File: config.mk
export PLATFORM = sky130hd
export DESIGN_NAME = mem_stage
export DESIGN_NICKNAME = d
export VERILOG_FILES = /design/src/rtl/mem_stage.sv
export SDC_FILE = /design/constraint.sdc
export NUM_CORES = 1
export LEC_CHECK = 0
export BUFFER_PORTS_ARGS = -buffer_cell sky130_fd_sc_hd__buf_2
export CORE_ASPECT_RATIO = 1.2
export CORE_MARGIN = 4
export CORE_UTILIZATION = 50
export CTS_BUF_LIST = sky130_fd_sc_hd__clkbuf_8 sky130_fd_sc_hd__clkbuf_16
export CTS_CLUSTER_DIAMETER = 100
export DETAILED_ROUTE_END_ITERATION = 6
export HOLD_SLACK_MARGIN = 0.08
export PLACE_DENSITY_LB_ADDON = 0.25
export SYNTH_ARGS = -nofsm -noshare
export SYNTH_HDL_FRONTEND = slang
export SYNTH_SLANG_ARGS = --single-unit
File: constraint.sdc
create_clock -name clk -period 4.64 [get_ports clk]
set_input_delay 0.464 -clock clk [delete_from_list [all_inputs] [get_ports clk]]
set_output_delay 0.464 -clock clk [all_outputs]
set_load 0.05 [all_outputs]
File: src/rtl/mem_stage.sv
// Memory stage of the five-stage core: one outstanding data-memory access,
// load/store lane alignment, and stall generation toward execute.
package mem_stage_pkg;

    localparam logic [1:0] SIZE_B = 2'd0;
    localparam logic [1:0] SIZE_H = 2'd1;
    localparam logic [1:0] SIZE_W = 2'd2;

    typedef struct packed {
        logic       is_load;
        logic       is_store;
        logic [1:0] size;
        logic       is_unsigned;
    } mem_ctrl_t;

    typedef struct packed {
        logic       we;
        logic [4:0] rd;
    } rf_ctrl_t;

endpackage

module mem_stage
    import mem_stage_pkg::*;
#(
    parameter int N_BITS = 32
) (
    input  logic              clk,
    input  logic              rst_n,
    input  logic              vld_in,
    input  logic [N_BITS-1:0] alu_result_in,
    input  logic [N_BITS-1:0] store_data_in,
    input  mem_ctrl_t         mem_ctrl_pkt_in,
    input  rf_ctrl_t          rf_ctrl_pkt_in,
    output rf_ctrl_t          rf_ctrl_pkt_out,
    output logic [N_BITS-1:0] data_out,
    output logic              vld,
    input  logic              stall_in,
    output logic              stall,
    input  logic              squash_in,
    output logic              squash,
    output logic              dmem_req_vld,
    input  logic              dmem_req_rdy,
    output logic              dmem_req_we,
    output logic [N_BITS-1:0] dmem_req_addr,
    output logic [3:0]        dmem_req_be,
    output logic [N_BITS-1:0] dmem_req_wdata,
    input  logic              dmem_rsp_vld,
    input  logic [N_BITS-1:0] dmem_rsp_rdata
);

    typedef enum logic [1:0] {
        ST_IDLE     = 2'd0,
        ST_WAIT_RSP = 2'd1,
        ST_DONE     = 2'd2,
        ST_DRAIN    = 2'd3
    } state_t;

    state_t            state_r;
    state_t            state_nxt_s;
    logic              vld_r;
    logic [31:0]       alu_r;
    logic [31:0]       store_data_r;
    mem_ctrl_t         ctrl_r;
    rf_ctrl_t          rf_r;
    logic [31:0]       rdata_buf_r;

    logic              mem_op_s;
    logic              req_vld_s;
    logic              op_done_s;
    logic              buf_load_s;
    logic              gen_stall_s;
    logic              stall_s;
    logic [31:0]       load_data_s;
    logic [31:0]       data_s;

    function automatic logic [31:0] align_load(input logic [31:0] word,
                                               input logic [1:0]  lane,
                                               input logic [1:0]  size,
                                               input logic        uns);
        logic [7:0]  byte_v;
        logic [15:0] half_v;
        logic [31:0] res_v;
        byte_v = word[{lane, 3'b000} +: 8];
        half_v = word[{lane[1], 4'b0000} +: 16];
        case (size)
            SIZE_B:  res_v = uns ? {24'd0, byte_v} : {{24{byte_v[7]}}, byte_v};
            SIZE_H:  res_v = uns ? {16'd0, half_v} : {{16{half_v[15]}}, half_v};
            default: res_v = word;
        endcase
        return res_v;
    endfunction

    function automatic logic [3:0] store_be(input logic [1:0] lane,
                                            input logic [1:0] size);
        logic [3:0] be_v;
        case (size)
            SIZE_B:  be_v = 4'b0001 << lane;
            SIZE_H:  be_v = lane[1] ? 4'b1100 : 4'b0011;
            default: be_v = 4'b1111;
        endcase
        return be_v;
    endfunction

    function automatic logic [31:0] store_wdata(input logic [31:0] sd,
                                                input logic [1:0]  size);
        logic [31:0] wd_v;
        case (size)
            SIZE_B:  wd_v = {4{sd[7:0]}};
            SIZE_H:  wd_v = {2{sd[15:0]}};
            default: wd_v = sd;
        endcase
        return wd_v;
    endfunction

    assign mem_op_s    = vld_r & (ctrl_r.is_load | ctrl_r.is_store);
    assign gen_stall_s = mem_op_s & ~squash_in & ~op_done_s;
    assign stall_s     = stall_in | gen_stall_s;
    assign load_data_s = align_load(dmem_rsp_rdata, alu_r[1:0], ctrl_r.size, ctrl_r.is_unsigned);

    // Valid bit from execute; a squash kills it even while the stage is stalled.
    always_ff @(posedge clk or negedge rst_n) begin
        if (!rst_n) begin
            vld_r <= 1'b0;
        end else if (squash_in) begin
            vld_r <= 1'b0;
        end else if (!stall_s) begin
            vld_r <= vld_in;
        end
    end

    // Execute-to-memory payload registers, held while stalled.
    always_ff @(posedge clk or negedge rst_n) begin
        if (!rst_n) begin
            alu_r        <= 32'd0;
            store_data_r <= 32'd0;
            ctrl_r       <= '0;
            rf_r         <= '0;
        end else if (!stall_s) begin
            alu_r        <= alu_result_in;
            store_data_r <= store_data_in;
            ctrl_r       <= mem_ctrl_pkt_in;
            rf_r         <= rf_ctrl_pkt_in;
        end
    end

    // Access-tracking state and the buffer holding load data across a downstream stall.
    always_ff @(posedge clk or negedge rst_n) begin
        if (!rst_n) begin
            state_r     <= ST_IDLE;
            rdata_buf_r <= 32'd0;
        end else begin
            state_r <= state_nxt_s;
            if (buf_load_s) begin
                rdata_buf_r <= load_data_s;
            end
        end
    end

    // Next state, request issue and completion of the current memory op.
    always_comb begin
        state_nxt_s = state_r;
        req_vld_s   = 1'b0;
        op_done_s   = 1'b0;
        buf_load_s  = 1'b0;
        case (state_r)
            ST_IDLE: begin
                req_vld_s = mem_op_s & ~squash_in;
                if (req_vld_s && dmem_req_rdy) begin
                    if (ctrl_r.is_load) begin
                        state_nxt_s = ST_WAIT_RSP;
                    end else begin
                        op_done_s   = 1'b1;
                        state_nxt_s = stall_in ? ST_DONE : ST_IDLE;
                    end
                end else begin
                    state_nxt_s = ST_IDLE;
                end
            end
            ST_WAIT_RSP: begin
                if (squash_in) begin
                    state_nxt_s = ST_DRAIN;
                end else if (dmem_rsp_vld) begin
                    op_done_s   = 1'b1;
                    buf_load_s  = stall_in;
                    state_nxt_s = stall_in ? ST_DONE : ST_IDLE;
                end else begin
                    state_nxt_s = ST_WAIT_RSP;
                end
            end
            ST_DONE: begin
                op_done_s = 1'b1;
                if (!stall_in || squash_in) begin
                    state_nxt_s = ST_IDLE;
                end else begin
                    state_nxt_s = ST_DONE;
                end
            end
            ST_DRAIN: begin
                // The squashed load's response is swallowed here; nothing new issues until it lands.
                if (dmem_rsp_vld) begin
                    state_nxt_s = ST_IDLE;
                end else begin
                    state_nxt_s = ST_DRAIN;
                end
            end
            default: begin
                state_nxt_s = ST_IDLE;
            end
        endcase
    end

    // Result toward writeback: buffered load, live load response, or ALU result.
    always_comb begin
        data_s = alu_r;
        if (ctrl_r.is_load && state_r == ST_DONE) begin
            data_s = rdata_buf_r;
        end else if (ctrl_r.is_load && state_r == ST_WAIT_RSP) begin
            data_s = load_data_s;
        end else begin
            data_s = alu_r;
        end
    end

    assign data_out        = data_s;
    assign rf_ctrl_pkt_out = rf_r;
    assign vld             = vld_r & ~squash_in & ~gen_stall_s;
    assign stall           = stall_s;
    assign squash          = squash_in;
    assign dmem_req_vld    = req_vld_s;
    assign dmem_req_we     = ctrl_r.is_store & ~ctrl_r.is_load;
    assign dmem_req_addr   = {alu_r[31:2], 2'b00};
    assign dmem_req_be     = store_be(alu_r[1:0], ctrl_r.size);
    assign dmem_req_wdata  = store_wdata(store_data_r, ctrl_r.size);

endmodule

## After elaboration in Yosys (flattened, before gate mapping)

Cells that the tools add are included.

- Register bits after elaboration: 110
- Input port bits: 114
- Output and inout port bits: 111
- Logic and storage cells: 65

- Equality and inequality tests: 5
- Shifts and indexed selects: 3
- Muxes and demuxes: 27
- Bitwise logic cells: 12
- Reduce and logical (&&, ||, !) cells: 7

Operator list:

| cell | number |
|---|---|
| 2-to-1 mux 32 bit | 4 |
| case mux 32 bit (2 select lines) | 2 |
| indexed part select 32 x 6 -> 16 bit | 1 |
| indexed part select 32 x 6 -> 8 bit | 1 |
| 2-to-1 mux 2 bit | 7 |
| 2-to-1 mux 1 bit | 10 |
| case mux 2 bit (4 select lines) | 1 |
| case mux 4 bit (2 select lines) | 1 |
| bitwise AND 1 bit | 6 |
| == test 2 x 1 -> 1 bit, second input constant | 2 |
| == test 2 bit, second input constant | 2 |
| zero test 2 bit | 2 |
| 2-to-1 mux 4 bit | 1 |
| inverter 1 bit | 4 |
| left shift 1 x 2 -> 4 bit, first input constant | 1 |
| logical AND 1 bit | 3 |
| case mux 1 bit (3 select lines) | 1 |
| inequality test 2 x 1 -> 1 bit, second input constant | 1 |
| bitwise OR 1 bit | 2 |
| zero test 1 bit | 1 |
| logical OR 1 bit | 1 |

## Logic depth before layout (Yosys ltp)

- Word-level depth: 11
- Gate-level depth with buffers: 7
- Mapped depth without buffers: 4

## Least setup slack after synthesis

No wires, ideal clock.

- Kind: reg2out
- From: register alu_r[1]
- To: output port data_out[0]
- Arrival time: 3.145 ns
- Data required time: 4.176 ns
- Slack: 1.031 ns
- Stages on the path, launching flop included: 6
- Buffers on the path: 2
- Cell sequence: dfrtp_1 > buf_6 > clkbuf_1 > o21bai_1 > a222oi_1 > o21ai_0

- Longest elaborated chain between the ends: 5
- Elaborated cells on any way between the ends: 7
- Those cells by class: shift: 2; mux: 5

Ends and longest elaborated chain:

| item | RTL line | source |
|---|---|---|
| start: declaration | 62 | `logic [31:0] alu_r;` |
| start signal: assignment | 140 | `alu_r <= alu_result_in;` |
| indexed part select 32 x 6 -> 16 bit / indexed part select 32 x 6 -> 8 bit (equally long branches) | 85, 84 |  |
| 2-to-1 mux 32 bit, on equally long branches | 88, 87 |  |
| case mux 32 bit (2 select lines) * | 86 | `case (size)` |
| 2-to-1 mux 32 bit * | 218 | `end else if (ctrl_r.is_load && state_r == ST_WAIT_RSP) begin` |
| 2-to-1 mux 32 bit * | 216 | `if (ctrl_r.is_load && state_r == ST_DONE) begin` |
| end: declaration | 36 | `output logic [N_BITS-1:0] data_out,` |

Every way passes the cells marked *; elsewhere a longest branch is shown, timed or not.

## Worst setup path after layout

- From: register ctrl_r[2] (netlist name)
- To: output port data_out[22]

- Longest elaborated chain between the ends: 4
- Elaborated cells on any way between the ends: 5
- Those cells by class: eq/ne: 1; mux: 3; reduce/logical: 1

Ends and longest elaborated chain:

| item | RTL line | source |
|---|---|---|
| start: declaration | 64 | `mem_ctrl_t ctrl_r;` |
| start signal: assignment | 142 | `ctrl_r <= mem_ctrl_pkt_in;` |
| == test 2 x 1 -> 1 bit / zero test 2 bit (equally long branches) | 86 |  |
| case mux 32 bit (2 select lines) * | 86 |  |
| 2-to-1 mux 32 bit * | 218 |  |
| 2-to-1 mux 32 bit * | 216 |  |

Marked as above.

==> results.cfg <==
[worst_setup_path]
startpoint_type = flip-flop
worstReg2RegStart = ctrl_r[2]
crit_slowest_cell = nor3b_2
critPathMaxStageDelay_ps = 900
end_kind = output pin
rrSetupSlack_ps = 2020
required_ps = 4180
worstPathCellList = nor2_1 -> a32oi_4 -> nor3b_2 -> a21oi_1 -> buf_2
timing_worst_setup_path_type = reg -> out
reg2reg_depth = 4
worst-path-max-fanout = 37
cp.arrival_ps = 3170
r2r_end = rdata_buf_r[22]

[yosys]
synthCells = 554
synthArstFlopShare = 1.00
yosysUniqueCellTypes = 55
ys_ff_latch = 110
yosysTopAreaCell = dfrtp_1
synth-edff-count = 0
netlist_area_um2 = 6270
synth_seq_area_share = 0.439
synth.area.top_cells = dfrtp_1, mux2_4, mux2_2, buf_4, nand2_1
syn_avg_cell_area_um2 = 11.3
synth_ff_type = dfrtp_1
synth_top_cell_area_share = 0.439
ys_warn_count = 0

[pwr]
irDropWorstVdd_mv = 0.277
internal_power_mw = 2.20
netSwitchingPower_mw = 1.81
p_leak_nw = 3.65
pwr-share-clk = 0.192
power_density_nw_per_um2 = 544
seq_power_share = 0.347
swShare = 0.450
p_comb_frac = 0.461

[final_layout]
fin_area_um2 = 7370
fill_cells = 1054
layout-drive-gt1-share = 0.500
final_nets = 827
antennaDiodeCount = 0
area_delta_synth_final_pct = 17.5

[sta]
setup_ws_ps = 1010
fmax_mhz = 276
rsz0062_at_grt = false
finalCritPeriodShare = 0.782
final_hold_viol_count = 0
worstMarginPinSlew_ps = 1030
slew_headroom = 0.308
slew_viol_final = 0
tns_ps = 0
clock_skew_ps = 4.49
hold_ws_ps = 239
setup_viol = 0
fin_crit_ps = 3630

[place]
placed_area_um2 = 7080
post-place-ws_ps = 1430
io_buffers = 222
place.gp.congestion = 0.882
dp_hpwl_um = 13100

[clock_tree]
clk_latency_ps = 350
clock-root-buffer = clkbuf_16
cts_hold_buf = 0
htree_levels = 3
cts_setup_buffers = 0
cts_tree = built
clock-sinks = 110
cts.path.max_buffers = 2
cts_inserted_buffers = 9
post_cts_resized = 0
path_clk_slew_ps = 70

[drt]
ant_nets = 0
drcViolationCount = 0
route.vias.total = 4976
drt-total-wl_um = 17300
drt-initial-drc-count = 439
drtPass1Iterations = 6
wl_met1_um = 6620
wl_per_cell_um = 19.7
wl_met3_um = 1640
met2WireLength_um = 8640
viasPerCell = 5.67
topRoutingLayerUsed = met5

[floorplan]
die_w_um = 110
start_util = 0.515
rows = 44
design.core.area_um2 = 12200
dieArea_um2 = 14400
io_pins = 225
die_h_um = 131

[grt]
grt_pass1_wl_um = 26100
overflow = 0
grt_util_all_layers = 0.239
grt_start_max_net_pins = 74
grt_pass1_vias = 4997
antenna_found_initial = 1

[status]
status = complete, no violations

[job]
maxCapViolations = 0

[worst_hold_path]
hold_class = in -> async
[cell usage after synthesis, types with 9 or more instances]
| cell type | instances |
|---|---|
| nand2_1 | 43 |
| o21ai_0 | 27 |
| clkbuf_1 | 13 |
| mux2i_1 | 10 |
| nor2_1 | 20 |
| buf_4 | 43 |
| dfrtp_1 | 110 |
| nand3_1 | 15 |
| buf_6 | 9 |
| a21oi_1 | 32 |
| mux2_4 | 50 |
| a22oi_1 | 9 |
| mux2_2 | 57 |
| o22ai_1 | 16 |
[final cells by class]
cell class,count,area (um2),area share
repair buffers,227,1150,0.156
multi-input cells,360,2950,0.401
clock buffers,11,253,0.0343
flip-flops and latches,110,2750,0.374
clock inverters,3,37.5,0.00510
inverters,5,18.8,0.00255
well taps,161,201,0.0273
[registers in the layout, summed over array words and instances (netlist names)]
name	flops
alu_r	32
rdata_buf_r	32
store_data_r	32
rf_ctrl_pkt_out	6
ctrl_r	5
state_r	2
vld_r	1
[kinds of logic (layout without fill, tap and decap cells)]
| group | count (synthesis) | after routing | share of synthesized area |
|---|---|---|---|
| muxes | 117 | 117 | 0.238 |
| AOI/OAI and AO/OA | 123 | 123 | 0.133 |
| other | 1 | 2 | 0.000598 |
| and+or+nand+nor | 118 | 118 | 0.0970 |
| DFF | 110 | 110 | 0.439 |
| buffers and inverters | 85 | 246 | 0.0922 |
[worst max path at each step]
stage | to | cells past startpoint | slack [ps] | startpoint
6_report | data_out[22] | 5 | 1010 | ctrl_r[2]
5_1_grt | data_out[22] | 5 | 780 | ctrl_r[2]
4_1_cts | data_out[22] | 6 | 1040 | ctrl_r[1]
3_5_place_dp | data_out[22] | 6 | 1430 | ctrl_r[1]
3_3_place_gp | data_out[1] | 5 | 1540 | alu_r[1]
2_1_floorplan | data_out[0] | 5 | 1030 | alu_r[1]
[critical path, delay by kind of cell, from the launching register on]
| family | cells | cell delay (ps) |
|---|---|---|
| buf+inv | 1 | 280 |
| compound gates | 2 | 550 |
| simple gates | 2 | 1240 |
| flops | 1 | 740 |
[power groups by stage]
stage / Clock, mW / Combinational [mW] / Sequential, mW
finish: 0.769 / 1.85 / 1.39
CTS: 0.787 / 1.86 / 1.39
global route: 0.834 / 1.96 / 1.43
detailed placement: 0 / 1.85 / 1.40
global placement: 0 / 1.83 / 1.39
floorplan: 0 / 1.54 / 1.34
[layer usage]
| metal | track usage | vias up |
|---|---|---|
| li1 | - | 2290 |
| met5 | 0 | - |
| met1 | 0.287 | 2443 |
| met2 | 0.406 | 218 |
| met4 | 0.0884 | 2 |
| met3 | 0.0683 | 23 |
[per-stage QoR]
step | power [mW] | util | std cells
6_report | 4.01 | 0.605 | 877
5_1_grt | 4.22 | 0.605 | 877
4_1_cts | 4.03 | 0.605 | 877
3_5_place_dp | 3.26 | 0.582 | 863
3_3_place_gp | 3.22 | 0.582 | 863
2_1_floorplan | 2.89 | - | 555
[placed cells by master, fill, tap and decap left out, types with 7 or more instances in the layout]
cell	synthesis	routed
a222oi_1	7	7
buf_2	8	221
a21o_1	8	8
mux2_2	57	57
a22oi_1	9	9
a22o_1	8	8
nor2_1	20	20
dfrtp_1	110	109
nand4_1	7	7
mux2i_1	10	10
a21oi_1	32	32
clkbuf_16	0	9
nand3_1	15	15
nand2_1	43	43
o21ai_0	27	27
mux2_4	50	50
o22ai_1	16	16
Note: power is estimated with default switching activity, not from simulation.
